[src/rtl/hwpe_stream_tcdm_load_credit_fifo.sv]
// ---------------------------------------------------------------------------
// hwpe_stream_tcdm_load_credit_fifo
//
// TCDM load decoupler between an HWPE streamer (slave side) and the TCDM
// interconnect (master side). Load requests are buffered, issued to TCDM,
// and their responses are returned in order together with the sidechannel
// tag of the request they answer. A request is only issued when space is
// already reserved for its response, so the response path never needs
// back-pressure toward TCDM. A synchronous clear flushes all state and
// silently swallows the responses that were still in flight.
//
// Ports:
//   clk_i, rst_ni          clock, asynchronous active-low reset
//   clear_i                synchronous flush
//   slv_req_i/slv_gnt_o    load request handshake from the streamer
//   slv_add_i/slv_sidech_i load address and tag
//   slv_r_valid_o/_ready_i response handshake toward the streamer
//   slv_r_data_o/_sidech_o response data and the tag of its request
//   mst_*                  TCDM master port (read-only usage)
//   outstanding_o          issued-but-unanswered request count
//   empty_o                nothing buffered, in flight or being dropped
// ---------------------------------------------------------------------------

// Small registered FIFO (no fall-through) with a synchronous clear.
// DEPTH need not be a power of two; pointers wrap explicitly.
module hwpe_stream_tcdm_load_credit_fifo_buf #(
  parameter int unsigned WIDTH = 8,
  parameter int unsigned DEPTH = 4
) (
  input  logic                       clk_i,
  input  logic                       rst_ni,
  input  logic                       clear,
  input  logic                       push,
  input  logic [WIDTH-1:0]           wdata,
  input  logic                       pop,
  output logic [WIDTH-1:0]           rdata,
  output logic [$clog2(DEPTH+1)-1:0] count
);

  localparam int unsigned PTR_W = (DEPTH > 1) ? $clog2(DEPTH) : 1;
  localparam int unsigned CNT_W = $clog2(DEPTH + 1);

  logic [WIDTH-1:0] mem [DEPTH];
  logic [PTR_W-1:0] wr_ptr;
  logic [PTR_W-1:0] rd_ptr;
  logic             push_en;
  logic             pop_en;

  function automatic logic [PTR_W-1:0] next_ptr(input logic [PTR_W-1:0] p);
    return (p == PTR_W'(DEPTH - 1)) ? '0 : p + PTR_W'(1);
  endfunction

  assign push_en = push & (count != CNT_W'(DEPTH));
  assign pop_en  = pop & (count != '0);
  assign rdata   = mem[rd_ptr];

  // Pointer and occupancy bookkeeping; clear wins over any same-cycle push/pop.
  always_ff @(posedge clk_i or negedge rst_ni) begin
    if (!rst_ni) begin
      wr_ptr <= '0;
      rd_ptr <= '0;
      count  <= '0;
    end else if (clear) begin
      wr_ptr <= '0;
      rd_ptr <= '0;
      count  <= '0;
    end else begin
      if (push_en) wr_ptr <= next_ptr(wr_ptr);
      if (pop_en)  rd_ptr <= next_ptr(rd_ptr);
      if (push_en && !pop_en)      count <= count + CNT_W'(1);
      else if (!push_en && pop_en) count <= count - CNT_W'(1);
    end
  end

  // Storage needs no reset: nothing is read before it has been written.
  always_ff @(posedge clk_i) begin
    if (push_en) mem[wr_ptr] <= wdata;
  end

endmodule

module hwpe_stream_tcdm_load_credit_fifo #(
  parameter int unsigned DATA_WIDTH      = 32,
  parameter int unsigned ADDR_WIDTH      = 32,
  parameter int unsigned FIFO_DEPTH      = 8,
  parameter int unsigned MAX_OUTSTANDING = 4,
  parameter int unsigned SIDECH_WIDTH    = 1
) (
  input  logic                               clk_i,
  input  logic                               rst_ni,
  input  logic                               clear_i,
  input  logic                               slv_req_i,
  output logic                               slv_gnt_o,
  input  logic [ADDR_WIDTH-1:0]              slv_add_i,
  input  logic [SIDECH_WIDTH-1:0]            slv_sidech_i,
  output logic                               slv_r_valid_o,
  input  logic                               slv_r_ready_i,
  output logic [DATA_WIDTH-1:0]              slv_r_data_o,
  output logic [SIDECH_WIDTH-1:0]            slv_r_sidech_o,
  output logic                               mst_req_o,
  input  logic                               mst_gnt_i,
  output logic [ADDR_WIDTH-1:0]              mst_add_o,
  output logic                               mst_wen_o,
  output logic [DATA_WIDTH/8-1:0]            mst_be_o,
  output logic [DATA_WIDTH-1:0]              mst_data_o,
  input  logic                               mst_r_valid_i,
  input  logic [DATA_WIDTH-1:0]              mst_r_data_i,
  output logic [$clog2(MAX_OUTSTANDING+1)-1:0] outstanding_o,
  output logic                               empty_o
);

  localparam int unsigned OUT_W = $clog2(MAX_OUTSTANDING + 1);
  localparam int unsigned CNT_W = $clog2(FIFO_DEPTH + 1);
  localparam int unsigned SUM_W = CNT_W + 1;
  localparam int unsigned REQ_W = ADDR_WIDTH + SIDECH_WIDTH;
  localparam int unsigned RSP_W = DATA_WIDTH + SIDECH_WIDTH;

  logic [REQ_W-1:0]        req_rdata;
  logic [CNT_W-1:0]        req_count;
  logic [RSP_W-1:0]        resp_rdata;
  logic [CNT_W-1:0]        resp_count;
  logic [SIDECH_WIDTH-1:0] inflight_tag;
  logic [OUT_W-1:0]        outstanding;
  logic [OUT_W-1:0]        drop_cnt;
  logic                    req_empty;
  logic                    resp_empty;
  logic                    credit_ok;
  logic                    issue;
  logic                    resp_accept;
  logic                    pending;
  logic                    req_push;
  logic                    resp_pop;

  assign req_empty  = (req_count == '0);
  assign resp_empty = (resp_count == '0);
  assign slv_gnt_o  = (req_count != CNT_W'(FIFO_DEPTH));
  assign req_push   = slv_req_i & slv_gnt_o;

  hwpe_stream_tcdm_load_credit_fifo_buf #(
    .WIDTH (REQ_W),
    .DEPTH (FIFO_DEPTH)
  ) i_req_fifo (
    .clk_i  (clk_i),
    .rst_ni (rst_ni),
    .clear  (clear_i),
    .push   (req_push),
    .wdata  ({slv_add_i, slv_sidech_i}),
    .pop    (issue),
    .rdata  (req_rdata),
    .count  (req_count)
  );

  // Outstanding responses plus buffered responses may never exceed the response
  // FIFO depth, so every response TCDM returns is guaranteed a slot.
  assign credit_ok = (SUM_W'(outstanding) + SUM_W'(resp_count)) < SUM_W'(FIFO_DEPTH);
  assign mst_req_o = ~req_empty & (outstanding < OUT_W'(MAX_OUTSTANDING)) &
                     credit_ok & (drop_cnt == '0);
  assign mst_add_o = req_empty ? '0 : req_rdata[REQ_W-1:SIDECH_WIDTH];
  assign mst_wen_o  = 1'b1;
  assign mst_be_o   = '1;
  assign mst_data_o = '0;
  assign issue      = mst_req_o & mst_gnt_i;

  assign resp_accept = mst_r_valid_i & ~clear_i & (drop_cnt == '0) & (outstanding != '0);
  assign pending     = (outstanding != '0) | (drop_cnt != '0);

  // The in-flight tag FIFO holds exactly one entry per issued request, so its
  // occupancy doubles as the outstanding counter.
  hwpe_stream_tcdm_load_credit_fifo_buf #(
    .WIDTH (SIDECH_WIDTH),
    .DEPTH (MAX_OUTSTANDING)
  ) i_inflight_fifo (
    .clk_i  (clk_i),
    .rst_ni (rst_ni),
    .clear  (clear_i),
    .push   (issue),
    .wdata  (req_rdata[SIDECH_WIDTH-1:0]),
    .pop    (resp_accept),
    .rdata  (inflight_tag),
    .count  (outstanding)
  );

  assign resp_pop = ~resp_empty & slv_r_ready_i;

  hwpe_stream_tcdm_load_credit_fifo_buf #(
    .WIDTH (RSP_W),
    .DEPTH (FIFO_DEPTH)
  ) i_resp_fifo (
    .clk_i  (clk_i),
    .rst_ni (rst_ni),
    .clear  (clear_i),
    .push   (resp_accept),
    .wdata  ({mst_r_data_i, inflight_tag}),
    .pop    (resp_pop),
    .rdata  (resp_rdata),
    .count  (resp_count)
  );

  assign slv_r_valid_o  = ~resp_empty;
  assign slv_r_data_o   = resp_empty ? '0 : resp_rdata[RSP_W-1:SIDECH_WIDTH];
  assign slv_r_sidech_o = resp_empty ? '0 : resp_rdata[SIDECH_WIDTH-1:0];

  // Responses still owed by TCDM after a clear must be swallowed. A grant in the
  // clear cycle adds one more; a response arriving in the clear cycle is one of
  // those already owed and is retired immediately. While draining, issue is
  // blocked, so the sum below never exceeds MAX_OUTSTANDING.
  always_ff @(posedge clk_i or negedge rst_ni) begin
    if (!rst_ni) begin
      drop_cnt <= '0;
    end else if (clear_i) begin
      drop_cnt <= drop_cnt + outstanding + OUT_W'(issue) - OUT_W'(mst_r_valid_i & pending);
    end else if (mst_r_valid_i && (drop_cnt != '0)) begin
      drop_cnt <= drop_cnt - OUT_W'(1);
    end
  end

  assign outstanding_o = outstanding;
  assign empty_o       = req_empty & resp_empty & (outstanding == '0) & (drop_cnt == '0);

  // A response with nothing in flight cannot be matched to a tag; it is ignored.
  assert property (@(posedge clk_i) disable iff (!rst_ni)
    !(mst_r_valid_i && !clear_i && (outstanding == '0) && (drop_cnt == '0)));

endmodule

[config.mk]
export PLATFORM = sky130hd
export DESIGN_NAME = hwpe_stream_tcdm_load_credit_fifo
export DESIGN_NICKNAME = d
export VERILOG_FILES = /design/src/rtl/hwpe_stream_tcdm_load_credit_fifo.sv
export SDC_FILE = /design/constraint.sdc
export NUM_CORES = 1
export LEC_CHECK = 0
export CORE_MARGIN = 5
export CORE_UTILIZATION = 47
export DETAILED_ROUTE_END_ITERATION = 10
export PLACE_DENSITY = 0.67
export SYNTH_ARGS = -nofsm -noshare
export SYNTH_HDL_FRONTEND = slang
export SYNTH_SLANG_ARGS = --single-unit
[constraint.sdc]
create_clock -name clk_i -period 7.3 [get_ports clk_i]
set_input_delay 1.095 -clock clk_i [delete_from_list [all_inputs] [get_ports clk_i]]
set_output_delay 1.095 -clock clk_i [all_outputs]
set_load 0.01 [all_outputs]
==> metrics.md <==
| Metric | Value |
|---|---|
| Status | finished clean |
| Fin worst setup slack | 2.61 ns |
| Detailed Route Iter0 Violations | 689 |
| Tightest Pin Transition | 1.02 ns |
| Io pins | 181 |
| Clock sinks | 562 |
| PD cells | 303 mW/mm^2 |
| Max-slew violations | 0 |
| Vias post-DR | 10,700 |
| Antenna-violating nets left | 0 |
| Worst Setup Start Kind | register |
| Vias/cell | 5.46 |
| Post-route DRC violation count | 0 |
| Worst path arrival time | 3.59 ns |
| Setup TNS | 0 ns |
| Register area share after synthesis | 74.2% |
| Fraction of layout cells with a size suffix above 1 | 21.0% |
| Hold WC Path Type | register to register |
| Area growth, synth to finish | 17.7% |
| Setup-failing EPs final | 0 |
| Share of flip-flops with an asynchronous set or reset | 5.34% |
| Maximum buffer depth of the clock tree | 3 |
| Hold endpoint | drop_cnt[1] |
| RSZ-0062 raised after global routing | false |
| Post-CTS Setup Repair Bufs | 0 |
| R2R cell count | 11 |
| Layout Skew | 0.0265 ns |
| Area of the multi-input gates | 0.00551 sq mm |
| Input/output buffers | 143 |
| Worst reg2reg setup slack | 4.10 ns |
| Die X | 229 um |
| Max-Cap Viols | 0 |
| Quantity of gates resized following cts | 0 |
| Number of enable flip-flop cells after synthesis | 532 |
| Final wirelength | 43.1 mm |
| Slew headroom | 32.1% |
| VDD IR max | 250 uV |
| Critical path fanouts, max | 45 |
| Die extent in y | 229 um |
| Post-DP Area | 0.0247 sq mm |
| # fillers | 3,593 |
| Final non-filler cell area | 0.0265 sq mm |
| Synth Warn # | 0 |
| CTS tree | yes |
| Post-synthesis area per instance | 20.2 sq um |
| Final Hold Viols | 0 |
| Post-DP HPWL | 23.7 mm |
| DIE AREA | 0.0524 sq mm |
| Post-route insts no fill | 1,953 |
| Largest net degree at the start of global routing | 69 |
| Worst slack, placed | 3.08 ns |
| GRT Total Usage | 16.4% |
| Clock transition at path regs | 0.06 ns |
| Fin crit share | 64.2% |
| Crit Path Class | register to primary output |
| Ys flop type | edfxtp_1 |
| Synthesized area | 0.0225 sq mm |
| Initial Util | 47.4% |
| Routability congestion estimate | 0.749 |
| FF+latch area | 0.0167 sq mm |
| Critical R2R Launch | i_resp_fifo.count[0] |
| Hold path depth | 2 |
| Yosys reg bits | 562 |
| Hold Buf Count CTS | 0 |
| Leakage | 8.42 nW |
| Reg-to-reg endpoint | i_resp_fifo.count[3] |
| Hold slack | 0.578 ns |
| Synth unique cells | 48 |
| DR pass1 iterations | 5 |
| TritonCTS buffer count | 57 |
| Vias in the first global route | 11,200 |
| Mapped Cells | 1,114 |
| Initial antenna violation count | 2 |
| Skew-Pair Late Insertion Delay | 0.61 ns |
| H-tree Lvls | 2 |
| Avg WL per Cell | 22.1 um |
| Placed Instances | 1,848 |
| Min Tclk post-route | 4.69 ns |
| Max Freq | 213 MHz |
| Final nets | 1,391 |
| FP Rows | 80 |
| Core region area | 0.0475 sq mm |
| Final global-route overflow total | 0 |
| Critical Path RT | 6.20 ns |
| Final Total Pwr | 8.03 mW |
| Root buf cell | clkbuf_16 |
| First-pass GRT wire length | 66.9 mm |
| Hold_sp | drop_cnt[1] |
| Crit path capture type | primary output |
| Final Util | 55.8% |
==> where the power goes <==
part           leakage [nW]  switching, mW  internal, mW
Clock                 0.886           1.17          1.64
Combinational          2.33          0.711         0.773
Sequential             5.20          0.118          3.62
Total                  8.42           2.00          6.03
==> area by class of cell <==
cell class / instances / area share, %
clock buffer: 73 / 5.68
sequential: 562 / 63.1
inverter: 15 / 0.212
timing repair buffer: 170 / 6.16
tap: 615 / 2.90
multi-input combinational: 486 / 20.8
antenna: 1 / 0.00943
clock inverter: 31 / 1.19
==> registers in the layout (all words and copies together), names as in the netlist, 4 cells and up <==
register,count
i_inflight_fifo.mem,4
i_req_fifo.mem,264
i_resp_fifo.mem,264
i_req_fifo.count,4
i_resp_fifo.count,4
==> layout by cell type (no fill, tap or decap), types with 22 or more instances in the layout <==
| cell | n |
|---|---|
| clkdlybuf4s50_1 | 143 |
| mux2i_1 | 68 |
| dfrtp_1 | 24 |
| nand2_1 | 26 |
| ha_1 | 22 |
| conb_1 | 37 |
| nor2_1 | 86 |
| buf_4 | 27 |
| clkbuf_16 | 58 |
| edfxtp_1 | 532 |
| mux4_2 | 133 |
==> cell families (layout without fill, tap and decap cells) <==
group | Yosys count | in the layout | share of synthesized area (%)
xor gates and xnor gates | 12 | 12 | 0.500
muxes | 206 | 206 | 16.6
and+or+nand+nor | 169 | 169 | 3.75
other | 2 | 38 | 0.0333
buffers and inverters | 101 | 289 | 2.36
DFF | 562 | 562 | 74.2
adders and majority gates | 27 | 27 | 1.67
AOI/OAI and AO/OA | 35 | 35 | 0.932
==> routing by layer <==
layer / track usage [%] / share of wire, % / vias up
li1: - / - / 4765
met1: 21.7 / 42 / 5601
met2: 28.1 / 51 / 231
met3: 3.33 / 5.1 / 61
met4: 4.25 / 2.0 / 2
met5: 0 / 0.030 / -
==> synthesized netlist by cell type (all sizes together), types with 2 or more instances <==
master    n  area share [%]
nor2b     3           0.083
edfxtp  532              71
buf      62             1.7
mux2i    68             3.0
or3       3           0.083
o21ai     6            0.17
mux2      5            0.25
dfrtp    30             3.3
conb      2           0.033
clkbuf   24            0.40
and3      4            0.11
fa        5            0.44
xnor2     8            0.31
ha       22             1.2
a21oi    19            0.42
xor2      4            0.19
inv      15            0.25
a31oi     2           0.055
a211oi    2           0.089
nand3     3           0.067
a21o      4            0.13
nor2     90             1.5
nor4b     4            0.16
nor3b     9            0.30
nor4      5            0.27
mux4    133              13
nand2    26            0.43
nor3     13            0.34
nand3b    4            0.15
==> worst max-delay path, stage by stage (launching register included) <==
cell             delay, ns
dfrtp_4               1.02
buf_4                 0.58
mux4_2                0.56
mux2i_1               0.16
nor2_1                0.10
clkdlybuf4s50_1       0.52
==> how the worst max path moves through the flow <==
stage                                from               endpoint  cells past startpoint
finish               i_req_fifo.rd_ptr[0]          mst_add_o[13]                      5
global placement                  clear_i   i_resp_fifo.count[3]                     11
floorplan                         clear_i  i_resp_fifo.mem[4][0]                      4
global route        i_resp_fifo.rd_ptr[0]        slv_r_data_o[4]                      5
CTS                 i_resp_fifo.rd_ptr[0]        slv_r_data_o[4]                      5
detailed placement                clear_i   i_resp_fifo.count[3]                     11
Note: power is estimated with default switching activity, not from simulation.
